[config.mk]
export PLATFORM = sky130hd
export DESIGN_NAME = serial_disp_rx_flat
export DESIGN_NICKNAME = d
export VERILOG_FILES = /design/src/rtl/serial_disp_rx_if.sv /design/src/rtl/serial_disp_rx.sv /design/src/flat_wrapper.sv
export SDC_FILE = /design/constraint.sdc
export NUM_CORES = 1
export LEC_CHECK = 0
export CAP_MARGIN = 10
export CORE_ASPECT_RATIO = 1.75
export CORE_UTILIZATION = 37
export CTS_BUF_LIST = sky130_fd_sc_hd__clkbuf_8
export DETAILED_ROUTE_END_ITERATION = 10
export GPL_TIMING_DRIVEN = 0
export MAX_ROUTING_LAYER = met4
export SLEW_MARGIN = 15
export SYNTH_ARGS = -nofsm -noshare
export SYNTH_HDL_FRONTEND = slang
export SYNTH_SLANG_ARGS = --single-unit
[constraint.sdc]
create_clock -name clk -period 6.51 [get_ports clk]
set_input_delay 1.953 -clock clk [delete_from_list [all_inputs] [get_ports clk]]
set_output_delay 1.953 -clock clk [all_outputs]
set_load 0.01 [all_outputs]
[src/rtl/serial_disp_rx_if.sv]
// Serial display bus plus the parallel frame outputs recovered from it.
interface serial_disp_rx_if #(
    parameter int unsigned FRAME_BITS = 64,
    parameter int unsigned CNT_W      = $clog2(FRAME_BITS + 2)
) ();

    // Pin-level serial bus, asynchronous to the receiver clock
    logic                  s_clk;
    logic                  s_do;
    logic                  s_pen;

    // Recovered frame and status
    logic [FRAME_BITS-1:0] frame_data;
    logic                  frame_valid;
    logic                  frame_err;
    logic [15:0]           frame_cnt;
    logic [CNT_W-1:0]      bit_cnt;

    // Transmitter / observer side
    modport master (
        output s_clk,
        output s_do,
        output s_pen,
        input  frame_data,
        input  frame_valid,
        input  frame_err,
        input  frame_cnt,
        input  bit_cnt
    );

    // Receiver side
    modport slave (
        input  s_clk,
        input  s_do,
        input  s_pen,
        output frame_data,
        output frame_valid,
        output frame_err,
        output frame_cnt,
        output bit_cnt
    );

endinterface

[src/rtl/serial_disp_rx.sv]
// Receive-side deserializer for the three-wire serial display bus
// (shift clock, data, latch enable). Oversamples the bus on clk,
// shifts in MSB-first and publishes a parallel frame on the latch rise.
module serial_disp_rx #(
    parameter int unsigned FRAME_BITS = 64,
    parameter int unsigned CNT_W      = $clog2(FRAME_BITS + 2)
) (
    input  logic             clk,
    input  logic             rstn,
    serial_disp_rx_if.slave  bus
);

    localparam logic [CNT_W-1:0] CNT_FULL = CNT_W'(FRAME_BITS);
    localparam logic [CNT_W-1:0] CNT_OVER = CNT_W'(FRAME_BITS + 1);

    // Frame progress, decoded from the bit counter (which is the state register)
    typedef enum logic [1:0] {
        ST_IDLE  = 2'd0,
        ST_SHIFT = 2'd1,
        ST_OVER  = 2'd2
    } state_t;

    logic [1:0]            rst_pipe;
    logic                  rst_sync_n;

    logic [2:0]            sclk_pipe;
    logic [2:0]            pen_pipe;
    logic [1:0]            do_pipe;
    logic                  sclk_rise_c;
    logic                  pen_rise_c;

    logic [FRAME_BITS-1:0] shreg_q;
    logic [FRAME_BITS-1:0] shreg_nxt;
    logic [CNT_W-1:0]      bit_cnt_q;
    logic [CNT_W-1:0]      bit_cnt_nxt;
    logic [CNT_W-1:0]      cnt_shift_c;
    logic [FRAME_BITS-1:0] frame_data_q;
    logic [FRAME_BITS-1:0] frame_data_nxt;
    logic [15:0]           frame_cnt_q;
    logic [15:0]           frame_cnt_nxt;
    logic                  frame_valid_q;
    logic                  frame_valid_nxt;
    logic                  frame_err_q;
    logic                  frame_err_nxt;
    state_t                state_c;
    state_t                latch_state_c;

    function automatic state_t decode_state(input logic [CNT_W-1:0] cnt);
        state_t st;
        if (cnt == '0) begin
            st = ST_IDLE;
        end else if (cnt == CNT_OVER) begin
            st = ST_OVER;
        end else begin
            st = ST_SHIFT;
        end
        return st;
    endfunction

    // Reset asserts immediately, releases two clk edges after rstn rises
    always_ff @(posedge clk or negedge rstn) begin
        if (!rstn) begin
            rst_pipe <= 2'b00;
        end else begin
            rst_pipe <= {rst_pipe[0], 1'b1};
        end
    end

    assign rst_sync_n = rst_pipe[1];

    // Two-flop synchronizers; strobes get a third stage for edge detection.
    // Data taps the second stage so it lines up with the detected clock edge.
    always_ff @(posedge clk or negedge rst_sync_n) begin
        if (!rst_sync_n) begin
            sclk_pipe <= '0;
            pen_pipe  <= '0;
            do_pipe   <= '0;
        end else begin
            sclk_pipe <= {sclk_pipe[1:0], bus.s_clk};
            pen_pipe  <= {pen_pipe[1:0], bus.s_pen};
            do_pipe   <= {do_pipe[0], bus.s_do};
        end
    end

    assign sclk_rise_c = sclk_pipe[1] & ~sclk_pipe[2];
    assign pen_rise_c  = pen_pipe[1] & ~pen_pipe[2];

    // State and output registers
    always_ff @(posedge clk or negedge rst_sync_n) begin
        if (!rst_sync_n) begin
            shreg_q       <= '0;
            bit_cnt_q     <= '0;
            frame_data_q  <= '0;
            frame_cnt_q   <= '0;
            frame_valid_q <= 1'b0;
            frame_err_q   <= 1'b0;
        end else begin
            shreg_q       <= shreg_nxt;
            bit_cnt_q     <= bit_cnt_nxt;
            frame_data_q  <= frame_data_nxt;
            frame_cnt_q   <= frame_cnt_nxt;
            frame_valid_q <= frame_valid_nxt;
            frame_err_q   <= frame_err_nxt;
        end
    end

    // Next state: shift first, then let a coincident latch see the new bit
    always_comb begin
        shreg_nxt       = shreg_q;
        cnt_shift_c     = bit_cnt_q;
        bit_cnt_nxt     = bit_cnt_q;
        frame_data_nxt  = frame_data_q;
        frame_cnt_nxt   = frame_cnt_q;
        frame_valid_nxt = 1'b0;
        frame_err_nxt   = 1'b0;
        state_c         = decode_state(bit_cnt_q);

        if (sclk_rise_c) begin
            shreg_nxt = {shreg_q[FRAME_BITS-2:0], do_pipe[1]};
            case (state_c)
                ST_IDLE, ST_SHIFT: cnt_shift_c = bit_cnt_q + CNT_W'(1);
                ST_OVER:           cnt_shift_c = bit_cnt_q;
                default:           cnt_shift_c = '0;
            endcase
        end

        latch_state_c = decode_state(cnt_shift_c);
        bit_cnt_nxt   = cnt_shift_c;

        if (pen_rise_c) begin
            if (latch_state_c == ST_SHIFT && cnt_shift_c == CNT_FULL) begin
                frame_data_nxt  = shreg_nxt;
                frame_cnt_nxt   = frame_cnt_q + 16'd1;
                frame_valid_nxt = 1'b1;
            end else begin
                frame_err_nxt   = 1'b1;
            end
            bit_cnt_nxt = '0;
        end
    end

    assign bus.frame_data  = frame_data_q;
    assign bus.frame_valid = frame_valid_q;
    assign bus.frame_err   = frame_err_q;
    assign bus.frame_cnt   = frame_cnt_q;
    assign bus.bit_cnt     = bit_cnt_q;

endmodule

[src/flat_wrapper.sv]
// flat-port wrapper written by rule: the top's interface ports become plain ports
module serial_disp_rx_flat 
#(
    parameter int unsigned FRAME_BITS = 64,
    parameter int unsigned CNT_W      = $clog2(FRAME_BITS + 2)
)
  (clk, rstn, bus_s_clk, bus_s_do, bus_s_pen, bus_frame_data, bus_frame_valid, bus_frame_err, bus_frame_cnt, bus_bit_cnt);
  serial_disp_rx_if #(.FRAME_BITS(FRAME_BITS), .CNT_W(CNT_W)) bus_i ();
  input  logic clk;
  input  logic rstn;
  input wire logic [$bits(bus_i.s_clk)-1:0] bus_s_clk;
  input wire logic [$bits(bus_i.s_do)-1:0] bus_s_do;
  input wire logic [$bits(bus_i.s_pen)-1:0] bus_s_pen;
  output wire logic [$bits(bus_i.frame_data)-1:0] bus_frame_data;
  output wire logic [$bits(bus_i.frame_valid)-1:0] bus_frame_valid;
  output wire logic [$bits(bus_i.frame_err)-1:0] bus_frame_err;
  output wire logic [$bits(bus_i.frame_cnt)-1:0] bus_frame_cnt;
  output wire logic [$bits(bus_i.bit_cnt)-1:0] bus_bit_cnt;
  assign bus_i.s_clk = bus_s_clk;
  assign bus_i.s_do = bus_s_do;
  assign bus_i.s_pen = bus_s_pen;
  assign bus_frame_data = bus_i.frame_data;
  assign bus_frame_valid = bus_i.frame_valid;
  assign bus_frame_err = bus_i.frame_err;
  assign bus_frame_cnt = bus_i.frame_cnt;
  assign bus_bit_cnt = bus_i.bit_cnt;
  serial_disp_rx #(.FRAME_BITS(FRAME_BITS), .CNT_W(CNT_W)) u_core (.clk(clk), .rstn(rstn), .bus(bus_i));
endmodule
Word-level counts from Yosys, hierarchy flattened

Index checks and enable logic that the tools add are counted.

Register bits: 163
Input port bits: 5
Output and inout bits: 89

Add/subtract/negate cells: 2
Equality and inequality tests: 6
Mux-type cells: 12
Bitwise gates (word level): 4
Reductions and logical operators: 6

Operators with widths:

| operator                                                         | number |
|---|---|
| 64-bit two-way mux                                               | 1 |
| 7-bit == test (second input constant)                            | 3 |
| 16-bit by 1-bit adder with 16-bit output (second input constant) | 1 |
| 7-bit logical NOT                                                | 2 |
| 7-bit two-way mux                                                | 2 |
| 7-bit case mux with 2 select lines                               | 1 |
| 2-bit two-way mux                                                | 4 |
| 7-bit by 1-bit adder with 7-bit output (second input constant)   | 1 |
| 2-bit by 1-bit == test with 1-bit output (second input constant) | 2 |
| 1-bit two-way mux                                                | 4 |
| 1-bit bitwise AND                                                | 2 |
| 2-bit == test (second input constant)                            | 1 |
| 2-bit logical NOT                                                | 1 |
| 1-bit NOT                                                        | 2 |
| 2-bit AND reduction                                              | 1 |
| 2-bit OR reduction                                               | 1 |
| 1-bit logical AND                                                | 1 |

Longest topological paths before layout

Word-level depth: 14
Mapped depth: 10
Mapped depth without buffers: 9

Least setup slack after synthesis

Ideal clock, no wire load.

Path type: register to register
Start point: reg u_core.bit_cnt_q[0], in the netlist u_core.bus.bit_cnt[0]
End point: reg u_core.frame_data_q[35], in the netlist u_core.bus.frame_data[35]
Arrival time: 2589 ps
Required time: 6385 ps
Setup slack: 3796 ps
Cell stages (with the launch flop): 10
Path buffers: 2
Path through: dfrtp_1 ha_1 or3b_1 or4_1 and3_1 a211o_4 clkinv_2 buf_12 buf_12 mux2_4

Word-level cells in the longest chain between the ends: 13
Elaborated cells between the ends (all ways): 19
Those cells by class: add/sub: 1; eq/ne: 6; mux: 6; reduce/logical: 6

Ends and longest elaborated chain:

| item                                                                                 | RTL line              | RTL |
|---|---|---|
| from (decl)                                                                          | serial_disp_rx.sv:34  | `logic [CNT_W-1:0] bit_cnt_q;` |
| from (signal assigned)                                                               | serial_disp_rx.sv:99  | `bit_cnt_q <= bit_cnt_nxt;` |
| 7-bit == test                                                                        | serial_disp_rx.sv:52  | `end else if (cnt == CNT_OVER) begin` |
| 2-bit two-way mux                                                                    | serial_disp_rx.sv:52  |  |
| 2-bit two-way mux                                                                    | serial_disp_rx.sv:50  | `if (cnt == '0) begin` |
| 2-bit by 1-bit == test with 1-bit output / 2-bit logical NOT (equally long branches) | serial_disp_rx.sv:120 | `case (state_c)` |
| 2-bit OR reduction                                                                   | serial_disp_rx.sv:120 |  |
| 7-bit case mux with 2 select lines                                                   | serial_disp_rx.sv:120 |  |
| 7-bit two-way mux *                                                                  | serial_disp_rx.sv:118 | `if (sclk_rise_c) begin` |
| 7-bit == test                                                                        | serial_disp_rx.sv:52  |  |
| 2-bit two-way mux                                                                    | serial_disp_rx.sv:52  |  |
| 2-bit two-way mux                                                                    | serial_disp_rx.sv:50  |  |
| 2-bit by 1-bit == test with 1-bit output                                             | serial_disp_rx.sv:131 | `if (latch_state_c == ST_SHIFT && cnt_shift_c == CNT_FULL) begin` |
| 1-bit logical AND *                                                                  | serial_disp_rx.sv:131 |  |
| 2-bit AND reduction (no source line) *                                               | -                     |  |
| to (signal assigned)                                                                 | serial_disp_rx.sv:100 | `frame_data_q <= frame_data_nxt;` |
| to (decl)                                                                            | serial_disp_rx.sv:37  | `logic [FRAME_BITS-1:0] frame_data_q;` |

Every way passes the cells marked *; elsewhere a longest branch is shown, timed or not.
A chain may end at the register's enable or synchronous reset.

Worst setup path in the final report

Start point: reg u_core.bit_cnt_q[0], in the netlist u_core.bus.bit_cnt[0]
End point: out bus_bit_cnt[0]

RTL lines:

| item      | RTL line           | RTL |
|---|---|---|
| to (decl) | flat_wrapper.sv:18 | `output wire logic [$bits(bus_i.bit_cnt)-1:0] bus_bit_cnt;` |

No word-level cell between the ends.

==> results by group <==
Outcome
  • Outcome: finished clean

Detailed routing
  • DRT iter0 DRCs: around 160
  • DR pass1 iterations: 4
  • Via count: between 4000 and 5000
  • DRT Wirelength: roughly 13000 µm
  • Routed Antenna Nets: 0
  • DRC: 0
  • DR WL/cell: about 14 µm
  • Vias per cell: 4.65

Worst setup path
  • FF-to-FF Start: u_core.bus.bit_cnt[0]
  • Worst R2R End: u_core.bus.frame_data[61]
  • CP delay by family, top: buffers and inverters
  • Worst Setup Start Kind: flop
  • Crit-path slowest cell: clkdlybuf4s50_1
  • R2R setup slack: 3.56 ns
  • Worst-path cell chain: clkdlybuf4s50_1
  • CP Depth: 1
  • CP endpoint kind: output pin
  • CP Buf/Inv Count: 1
  • CP Capture Point: bus_bit_cnt[0]
  • R2R cell count: 9
  • Crit. Startpoint: u_core.bus.bit_cnt[0]
  • Slowest stage delay, CP: approximately 0.60 ns
  • Crit-path max FO: 10
  • Crit path DAT: between 1.5 and 2 ns
  • Data required time of the worst path: ~4.6 ns
  • Crit path kind: flop to output pin

Pwr
  • Combinational share of power: 5.1%
  • Pwr dens: 224 nW/µm²
  • Lkg Pwr: approximately 4.1 nW
  • Clock Power Share: 37.2%
  • Sequential share of power: 57.7%
  • VDD IR-drop max: ~0.18 mV
  • Switching pwr: roughly 0.00044 W
  • Net Sw Frac: 23.9%
  • Internal power: 0.00140 W

Clock tree
  • Clk root buf: clkbuf_8
  • Worst-skew pair later-pin latency: roughly 0.45 ns
  • CTS Buf Count: 17
  • Clock buffer depth: 2
  • Clock sink count: approximately 160
  • Postcts setup bufs: 0
  • TritonCTS clock tree: done
  • Hold buffers post-CTS: 0
  • PostCTS Resize Cnt: 0
  • H-tree Lvls: 4
  • Reg clk slew, reported paths: about 0.09 ns

Placement
  • Pre-CTS setup slack: between 3 and 4 ns
  • GPL Wtd Cong: 0.811
  • PortBufs: just over 90
  • Hpwl dp: between 9000 and 10000 µm

Synthesis
  • Synthesized-area fraction occupied by adder cells: less than 1%
  • Yosys top cell area share: between 60% and 70%
  • Top FF cell, synth: dfrtp_1
  • Largest cells by area after synthesis: dfrtp_1 62%, nand2_1 11%, mux2_4 6.7%
  • Area leader, netlist: dfrtp_1
  • Post-synth EDFFs: 0
  • Synth Area in Simple Gates: between 15 and 20%
  • Xor and xnor area share after synthesis: ~2.4%
  • Post-synth top cells: 200 x nand2_1, 163 x dfrtp_1, 36 x mux2_2
  • Mapped Avg Cell Area: about 12 µm²
  • Seq/Total Area, Yosys: between 60 and 70%
  • Flops & latches, synth: between 150 and 200
  • Cell with the most instances after synthesis: nand2_1
  • Mapped Cells: 551
  • Syn Std Cell Area: 6540 µm²
  • Async SR Flop Fraction: 100%
  • Syn nets: 560
  • Mux contribution to synthesized area: a little over an eighth
  • Main combinational cell family by area after synthesis: simple AND/OR/NAND/NOR gates
  • Cell variety after synth: 44
  • Synth warn: 0
  • Compound-Gate Fraction of Synth Area: roughly 1.3%

Die
  • Core area: around 17000 µm²
  • DIE HEIGHT: 178 µm
  • Die Width: a little over 100 µm
  • # rows: 64
  • I/O Pins: 94
  • Initial Utilization: a little under two fifths
  • Die ar.: about 18000 µm²

STA
  • Slew HR: around three fifths
  • RSZ-0062 raised after global routing: false
  • Post-route clock skew: between 0.01 and 0.015 ns
  • Final Max Slew Viols: 0
  • TNS Setup: 0 ns
  • Tcrit/Tclk final: approximately 54%
  • FMAX: ~280 MHz
  • Fin crit period: approximately 3.5 ns
  • Final Setup Violations: 0
  • Final WS setup: between 2 and 3 ns
  • Fin. Hold Viols: 0
  • Worst slew pin tran: approximately 0.62 ns

Global routing
  • Pin count of the biggest net entering global routing: 54
  • Initial antenna violation count: 0
  • Congestion Overflow GR: 0
  • Vias in the first global route: 4470
  • GRT Total Usage: 16.0%
  • First-pass GRT wire length: roughly 21000 µm

Job
  • Total of max-cap violations: 0

Hold path
  • Min-delay worst type: flop to asynchronous set/reset pin

Finish
  • # diodes: 0
  • Final net count: around 680
  • Layout area overhead: 25.4%
  • Layout cells sized above 1: 17.1%
-- logic make-up after synthesis --
kind of cell | after synthesis
XOR/XNOR | 18
flip-flops | 163
buffers and inverters | 30
AO/OA/AOI/OAI | 11
adder cells (fa/ha/maj) | 4
other | 1
multiplexers | 66
AND/OR/NAND/NOR | 258
-- power by group through the flow --
stage | sequential, W | clock (W) | combinational (W)
final | 0.00106 | 0.000682 | 0.0000929
after global routing | 0.00106 | 0.000751 | 0.000108
after CTS | 0.00106 | 0.000716 | 0.0000958
after detailed placement | 0.00108 | 0 | 0.0000957
after global placement | 0.00109 | 0 | 0.0000712
after floorplan | 0.00109 | 0 | 0.0000485
-- flip-flops by register name (all words and copies together) (netlist names) --
name / count
u_core.bus.bit_cnt: 7
u_core.pen_pipe: 3
u_core.rst_pipe: 2
u_core.do_pipe: 2
u_core.bus.frame_err: 1
u_core.bus.frame_cnt: 16
u_core.bus.frame_data: 64
u_core.sclk_pipe: 3
u_core.bus.frame_valid: 1
u_core.shreg_q: 64
-- metrics by stage --
| stage | util [%] | power (W) | hold WS, ns | instances | instance area, µm² |
|---|---|---|---|---|---|
| after global placement | 44.7 | 0.00117 | 0.335 | 875 | 7760 |
| after detailed placement | 45.1 | 0.00118 | 0.262 | 878 | 7830 |
| after global routing | 47.2 | 0.00192 | 0.282 | 910 | 8200 |
| final | 47.2 | 0.00183 | 0.248 | 910 | 8200 |
| after CTS | 47.2 | 0.00187 | 0.265 | 910 | 8200 |
| after floorplan | - | 0.00114 | 0.331 | 551 | 6540 |
-- layout make-up --
| cell class | instances | area (µm²) |
|---|---|---|
| tap | 231 | 289 |
| sequential | 163 | 4080 |
| clock buffer | 20 | 275 |
| timing repair buffer | 96 | 998 |
| fill | 1607 | 9180 |
| multi-input combinational | 358 | 2260 |
| clock inverter | 12 | 92.6 |
| inverter | 4 | 16.3 |
| buffer | 26 | 184 |
-- metal layers --
metal  wire length [µm]  global-route usage (%)  up-vias
met5                  0                       -        -
met1               5260                    18.0     2088
li1                   -                       -     2028
met4                322                    7.50        0
met2               6730                    25.7       95
met3                589                    4.77       24
-- cells in the final DEF, fill, tap and decap left out, drive strengths merged, types with 2 or more instances in the layout --
cell,count
or4,2
nor2,13
clkbuf,32
xor2,13
clkinvlp,4
nand3,8
dfrtp,163
inv,9
ha,4
nor4,2
nor3,9
nand3b,2
clkinv,2
xnor2,5
or3b,2
mux2,65
nor2b,2
buf,17
nand4,3
and2,2
o21a,2
clkdlybuf4s50,93
a21oi,2
or3,3
nand2,200
o211ai,3
and3,4
-- worst register-to-register path, delay by kind of cell, from the launching register on --
family	cells	cell delay, ns
AND/OR/NAND/NOR	3	0.97
flip-flops	1	0.54
buffers and inverters	3	0.44
AO/OA/AOI/OAI	1	0.37
multiplexers	1	0.31
adder cells (fa/ha/maj)	1	0.21
-- how the worst min path moves through the flow --
stage | endpoint | slack [ns] | depth (start not counted)
finish | u_core.shreg_q[31] | 0.25 | 0
global route | u_core.shreg_q[31] | 0.28 | 0
CTS | u_core.bus.frame_data[39] | 0.27 | 0
detailed placement | u_core.shreg_q[28] | 0.26 | 0
global placement | u_core.do_pipe[1] | 0.33 | 0
floorplan | u_core.do_pipe[1] | 0.33 | 0
Note: power is estimated with default switching activity, not from simulation.
